**config.mk**
```make
export PLATFORM = sky130hd
export DESIGN_NAME = dilithium_reduction_top
export DESIGN_NICKNAME = d
export VERILOG_FILES = /design/src/rtl/dilithium_reduction_top.sv
export SDC_FILE = /design/constraint.sdc
export NUM_CORES = 1
export LEC_CHECK = 0
export ABC_AREA = 0
export CAP_MARGIN = 15
export CORE_MARGIN = 3
export CORE_UTILIZATION = 35
export CTS_CLUSTER_DIAMETER = 50
export DETAILED_ROUTE_END_ITERATION = 10
export SYNTH_ARGS = -nofsm -noshare
export SYNTH_HDL_FRONTEND = slang
export SYNTH_SLANG_ARGS = --single-unit
```
**constraint.sdc**
```tcl
create_clock -name CLK_pci_sys_clk_p -period 16.91 [get_ports CLK_pci_sys_clk_p]
set_clock_uncertainty 0.2 [all_clocks]
set_input_delay 3.382 -clock CLK_pci_sys_clk_p [delete_from_list [all_inputs] [get_ports CLK_pci_sys_clk_p]]
set_output_delay 3.382 -clock CLK_pci_sys_clk_p [all_outputs]
set_load 0.02 [all_outputs]
```
**src/rtl/dilithium_reduction_top.sv**
```systemverilog
// Shift-add reduction of a DATA_LENGTH-bit operand modulo the Dilithium prime
// q = 2^23 - 2^13 + 1. It folds with 2^23 == 2^13 - 1 (mod q) and then applies
// at most two conditional subtractions of the latched modulus.
//
// state   | meaning
// --------+----------------------------------------------------------
// IDLE    | waiting for the first start pulse, outputs cleared
// FOLD    | folding the accumulator while it is >= 2^24
// CORRECT | subtracting mreg while v >= mreg (bounded to two steps)
// DONE    | result_o holds v mod m, valid_o high until the next start
module dilithium_reduction_top #(
  parameter int unsigned DATA_LENGTH = 64
) (
  input  logic                   CLK_pci_sys_clk_p,
  input  logic                   rst_ni,
  input  logic                   start_i,
  input  logic [DATA_LENGTH-1:0] x_i,
  input  logic [DATA_LENGTH-1:0] m_i,
  output logic [DATA_LENGTH-1:0] result_o,
  output logic                   valid_o
);

  localparam int unsigned Q       = 32'd8380417;
  localparam int unsigned LO_BITS = 23;
  // 2^23 - q = 2^13 - 1, so the fold multiplier is (1 << FOLD_SH) - 1.
  localparam int unsigned FOLD_SH = $clog2((32'd1 << LO_BITS) - Q + 1);
  // One spare bit keeps fold sums and the unsigned compare free of overflow.
  localparam int unsigned ACC_W   = DATA_LENGTH + 1;
  localparam int unsigned HI_W    = ACC_W - LO_BITS;

  typedef enum logic [1:0] {
    IDLE,
    FOLD,
    CORRECT,
    DONE
  } state_t;

  state_t                 state;
  logic [ACC_W-1:0]       v_q;
  logic [DATA_LENGTH-1:0] m_q;
  logic [1:0]             corr_cnt;

  logic [ACC_W-1:0]       hi_ext;
  logic [ACC_W-1:0]       lo_ext;
  logic [ACC_W-1:0]       fold_sum;
  logic [ACC_W-1:0]       m_ext;
  logic                   v_big;
  logic                   fold_big;
  logic                   v_ge_m;

  // Fold datapath: hi * (2^13 - 1) + lo built from one shift and one subtract.
  always_comb begin
    hi_ext   = {{LO_BITS{1'b0}}, v_q[ACC_W-1:LO_BITS]};
    lo_ext   = {{HI_W{1'b0}}, v_q[LO_BITS-1:0]};
    fold_sum = (hi_ext << FOLD_SH) - hi_ext + lo_ext;
    m_ext    = {1'b0, m_q};
    v_big    = |v_q[ACC_W-1:LO_BITS+1];
    fold_big = |fold_sum[ACC_W-1:LO_BITS+1];
    v_ge_m   = (v_q >= m_ext);
  end

  // Sequencer with registered result/valid; reset wins over everything.
  always_ff @(posedge CLK_pci_sys_clk_p) begin
    if (rst_ni) begin
      state    <= IDLE;
      v_q      <= '0;
      m_q      <= '0;
      corr_cnt <= '0;
      result_o <= '0;
      valid_o  <= 1'b0;
    end else begin
      case (state)
        IDLE: begin
          if (start_i) begin
            v_q   <= {1'b0, x_i};
            m_q   <= m_i;
            state <= FOLD;
          end
        end
        FOLD: begin
          // The correction budget is two subtractions; it also keeps an
          // unsupported modulus (e.g. zero) from stalling the handshake.
          corr_cnt <= 2'd2;
          if (v_big) begin
            v_q <= fold_sum;
            if (!fold_big) begin
              state <= CORRECT;
            end
          end else begin
            state <= CORRECT;
          end
        end
        CORRECT: begin
          if (v_ge_m && (corr_cnt != 2'd0)) begin
            v_q      <= v_q - m_ext;
            corr_cnt <= corr_cnt - 2'd1;
          end else begin
            result_o <= {{(DATA_LENGTH-LO_BITS){1'b0}}, v_q[LO_BITS-1:0]};
            valid_o  <= 1'b1;
            state    <= DONE;
          end
        end
        DONE: begin
          if (start_i) begin
            valid_o <= 1'b0;
            v_q     <= {1'b0, x_i};
            m_q     <= m_i;
            state   <= FOLD;
          end
        end
        default: begin
          state <= IDLE;
        end
      endcase
    end
  end

endmodule

```
==> flow_summary.ini <==
[floorplan]
start_util = 0.3551
design.portCount = 196
core_region_area_mm2 = 0.04317
die_area_mm2 = 0.04635
die_height_um = 215.3
placementRows = 76
floorplan.die.width_um = 215.3

[finish]
mostFrequentLayoutCells = 244 x sky130_fd_sc_hd__nand2_1, 233 x sky130_fd_sc_hd__a21oi_1, 187 x sky130_fd_sc_hd__nor2_1
area_delta_synth_final_pct = 15.82
antenna_cells_inserted = 0
layout.nets = 2442
final_cell_area_mm2 = 0.01776
layout-drive-gt1-share = 0.04180
utilization = 0.4113
most_frequent_standard_cell_in_the_layout_excluding_fill_and_tap_cells = sky130_fd_sc_hd__nand2_1
filler_cell_count = 4585

[synthesis]
count_of_mapped_cells_out_of_synthesis = 2107
synth_enable_flop_cells = 0
synth_ff_type = sky130_fd_sc_hd__dfxtp_1
synth-seq-area-share = 0.2050
synth_warnings = 0
synthArstFlopShare = 0
synth_cell_type_count = 96
synthDominantAreaCellType = sky130_fd_sc_hd__dfxtp_1
synth.avg_cell_area_um2 = 7.276
postSynthRegisterBits = 157
synth_area_mm2 = 0.01533
yosysTopAreaCellShare = 0.2050
top_post_synthesis_cells_by_area = sky130_fd_sc_hd__dfxtp_1 21%, sky130_fd_sc_hd__ha_1 9.9%, sky130_fd_sc_hd__a21oi_1 7.6%

[clock_network]
cts.sink_count = 157
cts_hold_repair.buffers = 0
cts_root_buf = sky130_fd_sc_hd__clkbuf_16
cts_resized = 0
cts_max_level = 4
clock_tree_from_tritoncts = yes
cts.reportedPaths.clkPinSlew_ns = 0.07
inserted_clock_buffers = 17
worst_skew_pair.late_latency_ns = 0.45
post-cts-setup-buffer-count = 0
clockBufferDepth = 2

[grt]
grt_pass1_wl_um = 87170
number_of_antenna_violations_at_the_first_check_in_global_routing = 0
grt_overflow_total = 0
grt_pass1_vias = 15187
grt_start_max_net_pins = 96
grt_usage = 0.2389

[outcome]
run_status = complete, no violations

[min_path]
min-delay-path-class = reg -> reg

[detailed_routing]
routed_wirelength_normalized_by_instance_count_um = 20.66
drtPass1Iterations = 6
total_wirelength_of_the_detailed_routed_design_um = 57560
initialDrtViolationCount = 1353
post_drt_via_cell_ratio = 5.768
antenna_left = 0
residual_drc = 0
routed-via-count = 16070

[timing]
period_minus_slack_ns = 6.572
tightestPinTransition_ns = 1.141
report.final.slew_viol_count = 0
fmax_ghz = 0.1522
grt_setup_unrepaired = no
final.period_utilization = 0.3887
worst_slew_margin_rel = 0.2393
setup_viol = 0
hold_viol_final = 0
final.setup.tns_ns = 0

[worst_setup_path]
end_kind = flip-flop
crit_type = reg -> reg
timing.critical_path.fanout_max = 9
timing.critical_path.required_ns = 17.00
worst-endpoint-arrival_ns = 6.66
setup.worst_path.start_class = flip-flop

[place]
gp_routability_congestion = 0.9364
detailed_place.area_mm2 = 0.01715
place.port_buffers = 154
dp_hpwl_um = 45960

[flow_run]
drv.max_cap_violation_count = 0
-- final timing paths --
kind	start	depth (start not counted)	slack (ns)	end
max reg2reg	v_q[23]	20	10.34	v_q[57]
min reg2reg	m_q[59]	2	0.25	m_q[59]
min	m_q[59]	2	0.25	m_q[59]
max	v_q[23]	20	10.34	v_q[57]
-- per-layer routing --
metal	routed length, um	GRT usage
met1	24120	0.2923
met2	27970	0.4197
met3	2991	0.03450
met4	2470	0.09892
met5	0	0
-- critical path: stages (launching register included) --
cell and delay (ns):
sky130_fd_sc_hd__dfxtp_1 0.40, sky130_fd_sc_hd__or4_1 0.62, sky130_fd_sc_hd__or2_2 0.35, sky130_fd_sc_hd__or4_4 0.47
sky130_fd_sc_hd__a21boi_1 0.24, sky130_fd_sc_hd__nor2_1 0.08, sky130_fd_sc_hd__xnor2_1 0.15, sky130_fd_sc_hd__ha_1 0.37
sky130_fd_sc_hd__nand3_1 0.18, sky130_fd_sc_hd__or3_1 0.39, sky130_fd_sc_hd__o221a_2 0.29, sky130_fd_sc_hd__nor3_1 0.40
sky130_fd_sc_hd__nand3_1 0.31, sky130_fd_sc_hd__nor2_1 0.39, sky130_fd_sc_hd__nand2_2 0.24, sky130_fd_sc_hd__nor3_2 0.27
sky130_fd_sc_hd__a21oi_1 0.10, sky130_fd_sc_hd__o21ai_0 0.14, sky130_fd_sc_hd__nand3_1 0.31, sky130_fd_sc_hd__a221oi_1 0.40
sky130_fd_sc_hd__a211oi_1 0.08
-- state kept, by name, summed over array words and instances, names as in the netlist --
name / cells
valid_o: 1
result_o: 23
m_q: 64
v_q: 65
corr_cnt: 2
state: 2
-- per-stage QoR --
| stage | hold slack (ns) | worst slack (ns) | std cells |
|---|---|---|---|
| floorplan | 0.2319 | 11.37 | 2147 |
| global placement | 0.2402 | 10.64 | 2753 |
| detailed placement | 0.2467 | 10.45 | 2753 |
| CTS | 0.2554 | 10.43 | 2785 |
| global route | 0.2733 | 9.864 | 2786 |
| finish | 0.2549 | 10.34 | 2786 |
-- cells in the mapped netlist, drive strengths merged (21+ instances only) --
cell    instances
a211oi         70
buf            50
a21oi         234
nor2          187
mux2i          29
o21ai          85
o21a           21
nand2         247
nand4          28
nor3           43
ha            121
clkbuf         93
xnor2         113
nand3          52
xor2           38
dfxtp         157
a21o           71
inv           131
a221oi         45
-- cell families (layout without fill, tap and decap cells) --
group / Yosys count / after routing / share of synthesized area
AO/OA/AOI/OAI: 672 / 672 / 0.2896
XOR/XNOR: 151 / 151 / 0.08724
adder cells (fa/ha/maj): 123 / 123 / 0.1014
buffers and inverters: 274 / 328 / 0.07721
flip-flops: 157 / 157 / 0.2050
multiplexers: 31 / 31 / 0.02040
other: 1 / 41 / 0.0002446
AND/OR/NAND/NOR: 698 / 698 / 0.2189
-- cell type report --
class                      count  area [um^2]  share of cell area
timing repair buffer         165         1619             0.09118
clock inverter                12        163.9            0.009231
tap                          585        732.0             0.04122
inverter                     131        491.7             0.02769
sequential                   157         3143              0.1770
multi-input combinational   1716        11170              0.6291
clock buffer                  20        436.7             0.02459
Power is left out: the tool's default activity adds up to more than one toggle a clock period on the data nets, which glitch-free logic cannot reach.
==> edit 1 (same settings) <==
Encoding of `state_t`: now one-hot (4 bits for 4 states).
--- a/src/rtl/dilithium_reduction_top.sv
+++ b/src/rtl/dilithium_reduction_top.sv
@@ -29,9 +29,9 @@
   localparam int unsigned HI_W    = ACC_W - LO_BITS;
 
-  typedef enum logic [1:0] {
-    IDLE,
-    FOLD,
-    CORRECT,
-    DONE
+  typedef enum logic [3:0] {
+    IDLE    = 4'b0001,
+    FOLD    = 4'b0010,
+    CORRECT = 4'b0100,
+    DONE    = 4'b1000
   } state_t;
 
Formal check against the unedited RTL: no difference found for any inputs over 4 cycles, from zero or initial values and one cycle with rst_ni high; so few cycles prove little.
==> edit 1 against the original RTL <==
- count of clock-buffer cells in the layout unchanged
- area after synthesis about the same
- cell count up 0.29%
- sequential cell count increased by 2
- highest routed layer unchanged
- cell area grew 0.35%
- setup slack worse by 690 ps
- non-clock buffer count rose by 3
- routed wire length grew 3.0%
Power is not shown: default switching activity piles up to over one toggle a cycle in this logic, so the estimate is an artifact.
==> edit 1: results <==
group,metric,value,unit
synth,ys_seq_area_share,20.8,%
synth,yosys_warnings,0,
drt,drt_pass1_iterations,5,
drt,viasPerCell,5.76,
drt,drt_iter0_drc,1532,
layout,antenna-diode-count,0,
layout,finalNetCount,2448,
placement,post_dp_cell_area,17200,um2
synth,postSynthCellCount,2112,
critical_path,cp_data_arrival_time,7370,ps
critical_path,reg2reg_slack,9650,ps
layout,largestRegisters,"v_q: 65 flops, m_q: 64 flops, result_o: 23 flops",
synth,ys_top_cells_by_area,"dfxtp_1, ha_1, a21oi_1, nand2_1, nor2_1",
global_routing,grt_pass1_vias,14797,
global_routing,grt_pass1_wl,89100,um
clock_network,cts_inserted_buffers,17,
placement,dp_cells,2763,
global_routing,antenna_found_initial,1,
clock_network,ctsLongestPathBuffers,2,
synth,synthDistinctLibCells,83,
placement,gp_congestion,0.965,
placement,dpl.hpwl,46400,um
layout,drive_gt1_share,3.53,%
critical_path,critical_path_peak_fanout,7,
layout,instances_no_fill,2794,
drt,drt-wirelength-per-cell,21.2,um
clock_network,cts_root_buffer,"clkbuf_16",
drt,drc,0,
synth,synthArstFlopShare,0,%
clock_network,clk_latency,450,ps
placement,portBuffers,154,
clock_network,cts_post_setup_buffers_inserted,0,
run_status,outcome,"finished, final reports clean",
synth,synth_common_cells,"nand2_1, nor2_1, a21oi_1, dfxtp_1, inv_1",
global_routing,grt_max_degree,106,
hold_path,hold_class,"flip-flop to flip-flop",
global_routing,grt_usage,24.6,%
timing,relSlewSlack,21.0,%
[edit 1: final timing paths]
path	start	to	depth (start not counted)
min reg2reg	m_q[2]	m_q[2]	2
max	v_q[37]	state[0]	23
max reg2reg	v_q[37]	state[0]	23
min	m_q[2]	m_q[2]	2
[edit 1: cell families after synthesis]
kind of cell / after synthesis / share of synthesized area [%]
adders and majority gates: 120 / 9.90
buffers and inverters: 271 / 7.69
xor gates and xnor gates: 146 / 8.40
muxes: 29 / 1.90
DFF: 159 / 20.8
AOI/OAI and AO/OA: 661 / 29.1
and+or+nand+nor: 725 / 22.2
other: 1 / 0.0245
[edit 1: worst max-delay path, stage by stage (launching register included)]
cell and delay, ps:
dfxtp_1 430, inv_1 70, ha_1 400, a21oi_1 320
o21ai_0 150, a41oi_1 400, nor2_1 100, a21oi_1 190
xnor2_1 150, ha_1 320, a21oi_1 260, o21ai_0 160
a2111oi_0 600, o21bai_1 240, and3_1 280, xnor2_1 140
or4_1 410, a211o_1 310, nor4_1 380, o211ai_1 240
or4_1 530, or4_1 490, a21boi_2 230, a41oi_1 130
[edit 1: layout make-up]
cell class | count | area [um2]
repair buffers | 168 | 1640
clock inverters | 11 | 179
multi-input cells | 1722 | 11100
fillers | 4484 | 25400
flip-flops and latches | 159 | 3180
clock buffers | 20 | 467
inverters | 129 | 484
well taps | 585 | 732
[edit 1: layer usage]
metal | track usage, % | vias to the layer above | part of all wire [%]
li1 | - | 7754 | -
met1 | 36.1 | 7672 | 47
met2 | 36.9 | 614 | 43
met3 | 4.55 | 67 | 7.7
met4 | 6.32 | 0 | 2.1
met5 | 0 | - | 0
[edit 1: metrics by stage]
| step | hold slack, ps | util, % | setup slack, ps |
|---|---|---|---|
| 2_1_floorplan | 236 | - | 11060 |
| 3_5_place_dp | 247 | 39.8 | 9770 |
| 3_3_place_gp | 244 | 39.8 | 9930 |
| 6_report | 253 | 41.3 | 9650 |
| 4_1_cts | 257 | 41.3 | 9750 |
| 5_1_grt | 269 | 41.3 | 9260 |
==> edit 2 (same flow settings) <==
Made on the original files. The localparam `Q` goes from 32'd8380417 to 32'd4190208.
--- a/src/rtl/dilithium_reduction_top.sv
+++ b/src/rtl/dilithium_reduction_top.sv
@@ -21,5 +21,5 @@
 );
 
-  localparam int unsigned Q       = 32'd8380417;
+  localparam int unsigned Q       = 32'd4190208;
   localparam int unsigned LO_BITS = 23;
   // 2^23 - q = 2^13 - 1, so the fold multiplier is (1 << FOLD_SH) - 1.
Function: changed (Yosys sat finds a counterexample within 4 cycles, from zero or initial values and one cycle with rst_ni high).
==> edit 2 against the original RTL <==
- non-clock buffer count increased by 2
- sequential share of layout area increased by 0.79 points
- area after synthesis decreased by 3.6%
- setup slack improved by 820 ps
- routed wire length increased by 4.9%
- synthesized cell count decreased by 0.43%
- sequential cell count unchanged
- critical path depth decreased by 12
- cell area decreased by 4.2%
- first-iteration DRC count increased by 24%
- critical path type is now primary input to flip-flop
- highest routed layer is now met5
Power is not shown: default switching activity piles up to over one toggle a cycle in this logic, so the estimate is an artifact.
==> edit 2: results <==
group,metric,value,unit
run_status,outcome,"finished, final reports clean",
synth,synth_fa_ha_area_share,9.59,%
synth,synth-xor-area-share,6.22,%
placement,dp_cells,2668,
timing,relSlewSlack,19.7,%
synth,synth_common_cells,"nand2_1, a21oi_1, dfxtp_1, inv_1, nor2_1",
placement,post-place-ws,10710,ps
layout,drive_gt1_share,3.78,%
clock_network,clk_latency,470,ps
critical_path,cp_slowest_cell,"buf_4",
critical_path,rr_startpoint,"v_q[6]",
timing,hold_ws,253,ps
drt,met3_length,5470,um
critical_path,cp_top_family,"buffers and inverters",
layout,finalNetCount,2400,
synth,synthMuxAreaShare,0.483,%
drt,wl,60400,um
critical_path,cp_data_arrival_time,5870,ps
synth,ys_seq_area_share,21.3,%
global_routing,gr-usage-met2,38.6,%
global_routing,grt_pass1_vias,14776,
timing,period_needed,5750,ps
layout,instances_no_fill,2703,
drt,highest_layer,"met5",
drt,drt_iter0_drc,1679,
placement,post_dp_cell_area,16400,um2
global_routing,grt_usage,26.3,%
critical_path,r2r_cells,14,
drt,met1_length,27600,um
hold_path,min-delay-start,"m_q[17]",
edit 2: cell count changes after synthesis, moves of 11 or more:
cell      change
a211oi_1     -26
a21o_1       -14
a21oi_1      +57
ha_1         -11
inv_1        +19
mux2i_1      -23
nand2_1      +60
nand3_1      -17
nor2_1       -60
o21ai_0      +29
xnor2_1      -50
edit 2: layout make-up:
type | instances | share of cell area (%)
clock inverters | 12 | 0.809
inverters | 152 | 3.36
multi-input cells | 1662 | 61.0
well taps | 532 | 3.91
diodes | 1 | 0.0147
clock buffers | 20 | 2.69
repair buffers | 167 | 9.77
flip-flops and latches | 157 | 18.5
edit 2: cells by family after synthesis:
group / Yosys count
AND/OR/NAND/NOR: 658
buffers and inverters: 319
multiplexers: 7
AO/OA/AOI/OAI: 739
XOR/XNOR: 105
flip-flops: 157
other: 1
adder cells (fa/ha/maj): 112
edit 2: worst paths after layout:
path	endpoint
worst min-delay path	m_q[17]
worst min register to register	m_q[17]
worst max-delay path	v_q[9]
worst max register to register	v_q[9]
